==> src/rtl/fpuadd64_sched.sv <==
// Round-robin issue scheduler and tagged result router for the shared fpuadd64 unit.
// Grant-to-result latency is LAT+2 at one op per cycle. Results have no backpressure; per-requester credits throttle issue.
module fpuadd64_sched #(
  parameter int NREQ    = 4,
  parameter int LAT     = 2,
  parameter int CREDITS = 3,
  parameter int IDW     = $clog2(NREQ)
) (
  input  logic                 clk,
  input  logic                 rst,
  input  logic [NREQ-1:0]      req_vld,
  input  logic [2*NREQ-1:0]    req_op,
  input  logic [NREQ-1:0]      req_rnd,
  input  logic [64*NREQ-1:0]   req_a,
  input  logic [64*NREQ-1:0]   req_b,
  output logic [NREQ-1:0]      req_gnt,
  input  logic [NREQ-1:0]      cr_ret,
  output logic [63:0]          fa_A,
  output logic [63:0]          fa_B,
  output logic                 fa_rnd,
  output logic                 fa_pookm,
  output logic                 fa_pookg,
  input  logic [63:0]          fa_res,
  output logic                 res_vld,
  output logic [IDW-1:0]       res_id,
  output logic [63:0]          res_data,
  input  logic                 flush,
  output logic                 idle
);

  typedef enum logic [1:0] {RUN = 2'd0, DRAIN = 2'd1, HALT = 2'd2} state_e;
  localparam logic [2:0] CRED_MAX = 3'(CREDITS);

  state_e          state_q, state_d;
  logic [IDW-1:0]  rr_q, rr_d;
  logic [2:0]      cred_q [NREQ];
  logic [2:0]      cred_d [NREQ];
  logic [NREQ-1:0] elig;
  logic            gnt_any;
  logic [IDW-1:0]  gnt_id;
  logic [63:0]     sel_a, sel_b;
  logic [1:0]      sel_op;
  logic            sel_rnd;
  logic [63:0]     fa_a_q, fa_b_q;
  logic            fa_rnd_q, fa_pookm_q;
  logic [LAT:0]    sv_q, sest_q;
  logic [IDW-1:0]  sid_q [LAT+1];
  logic            res_vld_q;
  logic [IDW-1:0]  res_id_q;
  logic [63:0]     res_data_q;
  logic            busy;

  // Grants are suppressed while reset is held so no credit is spent on a discarded op.
  always_comb begin
    elig = '0;
    for (int i = 0; i < NREQ; i++)
      elig[i] = req_vld[i] && (cred_q[i] != 3'd0) && (state_q == RUN) && !rst;
  end

  always_comb begin
    logic [IDW-1:0] cand;
    gnt_any = 1'b0;
    gnt_id  = '0;
    req_gnt = '0;
    cand    = '0;
    for (int k = 0; k < NREQ; k++) begin
      cand = IDW'((int'(rr_q) + k) % NREQ);
      if (!gnt_any && elig[cand]) begin
        gnt_any = 1'b1;
        gnt_id  = cand;
      end
    end
    if (gnt_any) req_gnt[gnt_id] = 1'b1;
  end

  assign rr_d = gnt_any ? IDW'((int'(gnt_id) + 1) % NREQ) : rr_q;

  always_comb begin
    sel_a   = '0;
    sel_b   = '0;
    sel_op  = '0;
    sel_rnd = 1'b0;
    for (int i = 0; i < NREQ; i++) begin
      if (gnt_any && gnt_id == IDW'(i)) begin
        sel_a   = req_a[64*i +: 64];
        sel_b   = req_b[64*i +: 64];
        sel_op  = req_op[2*i +: 2];
        sel_rnd = req_rnd[i];
      end
    end
  end

  always_comb begin
    for (int i = 0; i < NREQ; i++) begin
      cred_d[i] = cred_q[i];
      if (req_gnt[i] && !cr_ret[i])
        cred_d[i] = cred_q[i] - 3'd1;
      else if (!req_gnt[i] && cr_ret[i] && cred_q[i] != CRED_MAX)
        cred_d[i] = cred_q[i] + 3'd1;
    end
  end

  assign busy = (|sv_q) || res_vld_q;

  always_comb begin
    state_d = state_q;
    case (state_q)
      RUN:     if (flush) state_d = DRAIN;
      DRAIN:   if (!busy) state_d = HALT;
      HALT:    if (!flush) state_d = RUN;
      default: state_d = RUN;
    endcase
  end

  always_ff @(posedge clk) begin
    if (rst) begin
      state_q    <= RUN;
      rr_q       <= '0;
      for (int i = 0; i < NREQ; i++) cred_q[i] <= CRED_MAX;
      fa_a_q     <= '0;
      fa_b_q     <= '0;
      fa_rnd_q   <= 1'b0;
      fa_pookm_q <= 1'b0;
      sv_q       <= '0;
      sest_q     <= '0;
      for (int s = 0; s <= LAT; s++) sid_q[s] <= '0;
      res_vld_q  <= 1'b0;
      res_id_q   <= '0;
      res_data_q <= '0;
    end else begin
      state_q    <= state_d;
      rr_q       <= rr_d;
      for (int i = 0; i < NREQ; i++) cred_q[i] <= cred_d[i];
      fa_a_q     <= sel_a;
      fa_b_q     <= sel_b;
      // Estimates force the rounding pin: 0 for reciprocal, 1 for rsqrt.
      fa_rnd_q   <= gnt_any && (sel_op[1] ? sel_op[0] : sel_rnd);
      fa_pookm_q <= gnt_any && (sel_op == 2'b01);
      sv_q       <= {sv_q[LAT-1:0], gnt_any};
      sest_q     <= {sest_q[LAT-1:0], sel_op[1]};
      sid_q[0]   <= gnt_id;
      for (int s = 1; s <= LAT; s++) sid_q[s] <= sid_q[s-1];
      res_vld_q  <= sv_q[LAT];
      res_id_q   <= sid_q[LAT];
      if (sv_q[LAT]) res_data_q <= fa_res;
    end
  end

  assign fa_A     = fa_a_q;
  assign fa_B     = fa_b_q;
  assign fa_rnd   = fa_rnd_q;
  assign fa_pookm = fa_pookm_q;
  assign fa_pookg = sv_q[LAT] & sest_q[LAT];
  assign res_vld  = res_vld_q;
  assign res_id   = res_id_q;
  assign res_data = res_data_q;
  assign idle     = (state_q == HALT);

endmodule
==> config.mk <==
export PLATFORM = sky130hd
export DESIGN_NAME = fpuadd64_sched
export DESIGN_NICKNAME = d
export VERILOG_FILES = /design/src/rtl/fpuadd64_sched.sv
export SDC_FILE = /design/constraint.sdc
export NUM_CORES = 1
export LEC_CHECK = 0
export ABC_AREA = 1
export CAP_MARGIN = 20
export CELL_PAD_IN_SITES_DETAIL_PLACEMENT = 0
export CELL_PAD_IN_SITES_GLOBAL_PLACEMENT = 1
export CORE_AREA = 2 2 315 317
export CTS_BUF_LIST = sky130_fd_sc_hd__clkbuf_16
export DETAILED_ROUTE_END_ITERATION = 16
export DIE_AREA = 0 0 317 319
export HOLD_SLACK_MARGIN = 0.03
export PLACE_DENSITY_LB_ADDON = 0.2
export SLEW_MARGIN = 30
export SYNTH_ARGS = -nofsm -noshare
export SYNTH_HDL_FRONTEND = slang
export SYNTH_SLANG_ARGS = --single-unit
export TNS_END_PERCENT = 20
==> constraint.sdc <==
create_clock -name clk -period 11 [get_ports clk]
set_input_delay 2.2 -clock clk [delete_from_list [all_inputs] [get_ports clk]]
set_output_delay 2.2 -clock clk [all_outputs]
set_load 0.03 [all_outputs]
Word level (Yosys, flattened, before mapping):

Memories as Yosys holds them, arrays and structs flattened. A register that Yosys moved wholly into a read port is not among the register bits.
Index checks and enable logic that the tools add are counted.

* bits in registers: 205
* memory bits (writable): 18
* input bits: 599
* output and inout port bits: 203
* memories: 2

* $add $sub $neg: 12
* magnitude comparators: 6
* equality and inequality tests: 13
* mux-type cells: 58
* bitwise gates (word level): 8
* reduce and logical (&&, ||, !) cells: 55

Memories
* cred_q: depth 4, width 3, read ports 4, clocked after Yosys merged registers in 0, wr ports 4, RTL line 36 `logic [2:0] cred_q [NREQ];`
* sid_q: depth 3, width 2, read ports 3, clocked after Yosys merged registers in 1, wr ports 3, RTL line 47 `logic [IDW-1:0] sid_q [LAT+1];`

Operators by type and width (count)
* $mux 64: 8
* $mux 3: 12
* $logic_and 1x1->1: 34
* $mux 2: 14
* $mux 1: 17
* $lt 2x3->1 const B: 5
* $add 3x1->3 const B: 4
* $logic_not 1->1: 12
* $ne 3x2->1 const B: 4
* $reduce_bool 3->1: 4
* $sub 3x1->3 const B: 4
* $bmux 1 s2: 4
* $or 1x1->1: 7
* $eq 2x1->1 const B: 3
* $eq 2x2->1 const B: 3
* $ne 2x2->1 const B: 3
* $pmux 2 s3: 1
* $add 2x1->2 const B: 2
* $add 2x2->2 const B: 2
* $logic_not 2->1: 2
* $mux 4: 1
* $reduce_and 3->1: 1
* $reduce_or 3->1: 1
* $demux 1 s2: 1
* other kinds (3): 3

Logic depth before layout (Yosys ltp):

* depth in word-level cells: 27
* mapped depth: 25
* gate-level depth less buffers: 23

Worst setup path before layout:

OpenSTA, ideal clock, no wires.

* kind: input port to output port
* start: input rst
* end: output req_gnt[2]
* arrival time: 4.433 ns
* required time: 8.800 ns
* slack: 4.367 ns
* cell stages on the path: 18
* buffers on the path: 4
* cells stage by stage: buf_4 inv_2 nand2_1 nor2_1 nand3_1 nand2_2 o21ai_4 nand3_1 inv_1 nand3_1 o21ai_0 inv_1 ha_1 nand2_4 buf_6 buf_6 buf_4 inv_1

* word-level cells in the longest chain between the ends: 19
* elaborated cells between the ends (all ways): 33
* classes of those cells: order compare: 2; mux: 19; reduce/logical: 12

RTL lines
* start: declaration: RTL line 10 `input logic rst,`
* $logic_not 1->1 *: RTL line 57 `elig[i] = req_vld[i] && (cred_q[i] != 3'd0) && (state_q == RUN) && !rst;`
* $logic_and 1x1->1: RTL line 57
* $bmux 1 s2: RTL line 68 `if (!gnt_any && elig[cand]) begin`
* $mux 1 (implied by the code): RTL line 68
* $mux 1: RTL line 68
* $logic_not 1->1: RTL line 68
* $logic_and 1x1->1: RTL line 68
* $mux 1: RTL line 68
* [4 not listed]
* $logic_and 1x1->1: RTL line 68
* $mux 2 *: RTL line 68
* named net gnt_id[1]: RTL line 40 `logic [IDW-1:0] gnt_id;`
* $lt 2x3->1 (implied by the code) / $ge 2x1->1 (equally long branches): RTL line 73 `if (gnt_any) req_gnt[gnt_id] = 1'b1;`
* $logic_and 1x1->1 (implied by the code): RTL line 73
* $mux 1 (implied by the code): RTL line 73
* $demux 1 s2 *: RTL line 73
* $mux 4 *: RTL line 73
* end: declaration: RTL line 16 `output logic [NREQ-1:0] req_gnt,`

Mark *: on every way through the listed nets, which the timed path passes. The rest lies on a longest branch. The select of a mux whose other input is x is not followed.

Worst setup path after layout:

* start: input rst
* end: output req_gnt[0]

* word-level cells in the longest chain between the ends: 19
* elaborated cells between the ends (all ways): 33
* classes of those cells: order compare: 2; mux: 19; reduce/logical: 12

RTL lines (RTL line)
* $logic_not 1->1 *: 57
* $logic_and 1x1->1: 57
* $bmux 1 s2: 68
* $mux 1 (implied by the code): 68
* $mux 1: 68
* $logic_not 1->1: 68
* $logic_and 1x1->1: 68
* $mux 1: 68
* [3 not listed]
* $logic_not 1->1: 68
* $logic_and 1x1->1: 68
* $mux 2: 68
* $lt 2x3->1 (implied by the code) / $ge 2x1->1 (equally long branches): 73
* $logic_and 1x1->1 (implied by the code): 73
* $mux 1 (implied by the code): 73
* $demux 1 s2: 73
* $mux 4 *: 73

Mark *: on every way between the ends. The rest lies on a longest branch, timed or not. The select of a mux whose other input is x is not followed.

==> results.tsv <==
metric	value	unit
status	finished, final reports clean	
drv_slew	0	
grt_pass1_wl	109000	um
gp_congestion	0.873	
grt_use_total	14.9	%
nets	3003	
grt_antenna_before_repair	39	
synth_area	11300	um2
synth_top_area_share	40.0	%
final_cell_mix	801 x clkdlybuf4s50_1, 430 x nand2_1, 425 x nand3_1	
synth_top_area_cell	dfxtp_1	
ys_seq_area_share	40.0	%
cp-end-kind	output pin	
core_area	97700	um2
reg2reg_from	cred_q[3][0]	
gr-total-overflow	0	
use_met1	15.3	%
cp_num_buf_inv	5	
place_area	20400	um2
die_w	317	um
syn_area_per_cell	6.76	um2
synth-edff-count	0	
crit_cells	15	
critPathCapture	req_gnt[0]	
arrival	6600	ps
cts_tree	built	
postCtsHoldBufs	0	
tns	0	ps
max_freq	114	MHz
hold_viol	0	
cts_max_level	2	
layout_min_cycle_time	8800	ps
ir_worst_vdd	0.303	mV
synthCells	1668	
clockRootBuffer	clkbuf_16	
route.vias.total	14265	
final_antenna_net_count	0	
cp-start-kind	input pin	
cts_max_path_buffers	3	
cp_max_fo	67	
required	8800	ps
clkSinkCount	225	
start_util	11.5	%
path_class	input pin to output pin	
fp-row-count	115	
worstPathCellList	clkdlybuf4s50_1, inv_2, nand2_1, nor2_1, nand3_1, nand2_2, o21ai_4, nand3_1, inv_1, nand3_1, o21ai_0, ha_1, nand2_2, inv_6, clkdlybuf4s50_1	
grt.busiest_layer	met2	
cp_slowest_cell	clkdlybuf4s50_1	
hpwlAfterDp	61200	um
synthFlopType	dfxtp_1	
rsz0062_at_grt	false	
cts_buffers	35	
first_pass_iters	5	
grt_pass1_vias	14816	
drtIter0Drc	720	
finalCritPeriodShare	80.0	%
powerDensity	375	nW/um2
ys_seq_elements	225	
crit_family	buffers and inverters	
die_y	319	um
synth.distinct_cells	32	
synth_nets	2275	
grt_max_degree	117	
design_area	21500	um2
clkTransAtPathRegs	50	ps
wire_per_inst	21.1	um
p_leak	8.81	nW
synthToLayoutAreaGrowth	91.0	%
routed_wl	78500	um
met2_usage	27.9	%
startpoint	rst	
port_buffers	801	
max_stage_delay	1020	ps
post-cts-setup-buffer-count	0	
worst_pin_slew	991	ps
yosys_warnings	0	
reg2reg_depth	16	
slew_headroom	33.9	%
maxCapViolations	0	
async_flop_share	0	%
netlist_top_cells_area	dfxtp_1 40%, nand3_1 19%, nand2_1 14%	
skew	18.1	ps
cts_resized	0	
r2r_slack	6490	ps
hold_class	register to register	
met3_usage	6.08	%
die-area	101000	um2
drive_above_1_share	6.79	%
final_common_cell	clkdlybuf4s50_1	
ioPinCount	802	
viasPerCell	3.84	
cpMostUsedCell	nand3_1	
drc	0	
clk_latency	560	ps
rr_endpoint	fa_B[22]	
setup_viol	0	
## state kept, by name (all words and copies together) (netlist names), 3 cells and up
signal	cells
res_data	64
fa_B	64
fa_A	64
sid_q	6
sest_q	3
sv_q	3
cred_q	12
## kinds of logic after synthesis
| group | synth area share [%] |
|---|---|
| DFF | 40.0 |
| buffers and inverters | 7.63 |
| xor gates and xnor gates | 0.0777 |
| adders and majority gates | 1.15 |
| AOI/OAI and AO/OA | 4.41 |
| and+or+nand+nor | 46.8 |
## cell type report
cell class / instances / area (um2)
fillers: 10938 / 76200
repair buffers: 815 / 8140
multi-input cells: 1260 / 5930
flip-flops and latches: 225 / 4510
well taps: 1287 / 1610
clock buffers: 37 / 926
inverters: 59 / 241
clock inverters: 19 / 158
diodes: 9 / 22.5
## how the worst min path moves through the flow
stage | cells past startpoint | slack [ps] | end | start
floorplan | 2 | 390 | res_id[0] | sid_q[2][0]
finish | 2 | 400 | res_id[1] | sid_q[2][1]
CTS | 2 | 400 | res_id[1] | sid_q[2][1]
global route | 2 | 430 | sid_q[2][0] | sid_q[1][0]
global placement | 2 | 400 | res_id[1] | sid_q[2][1]
detailed placement | 2 | 400 | res_id[1] | sid_q[2][1]
## report_power, final
group,internal (W),switching [W]
logic,0.00186,0.00381
clock network,0.000669,0.000436
registers,0.00119,0.0000963
## metrics by stage
stage                     utilization (%)  power, W  worst slack [ps]  std cells  hold WS (ps)
final                                22.0   0.00806              2200       3711           403
after global placement               20.9   0.00711              2240       3645           398
after floorplan                         -   0.00502              4370       1668           388
after CTS                            22.0   0.00833              2140       3702           405
after detailed placement             20.9   0.00717              2160       3646           399
after global routing                 22.0   0.00888              1810       3707           428
## per-layer routing
metal / share of wire [%] / vias to the layer above
li1: - / 6871
met1: 37 / 6653
met3: 9.3 / 118
met2: 52 / 589
met5: 0.28 / -
met4: 2.2 / 34
## cells in the mapped netlist, types with 5 or more instances
library cell    n
or2_1          39
buf_4          10
nand3_1       425
clkbuf_1       50
nand2_1       430
inv_1          54
buf_2          54
nor2_1        156
buf_6           9
o21ai_0        70
or2_2          90
a21oi_1        15
dfxtp_1       225
inv_2           5
## worst register-to-register path, delay by kind of cell, from the launching register on
| family | cells | cell delay (ps) |
|---|---|---|
| flops | 1 | 310 |
| compound gates | 2 | 620 |
| buf+inv | 4 | 1250 |
| simple gates | 9 | 1900 |
| fa+ha+maj | 1 | 320 |
(Power assumes the default switching activity.)
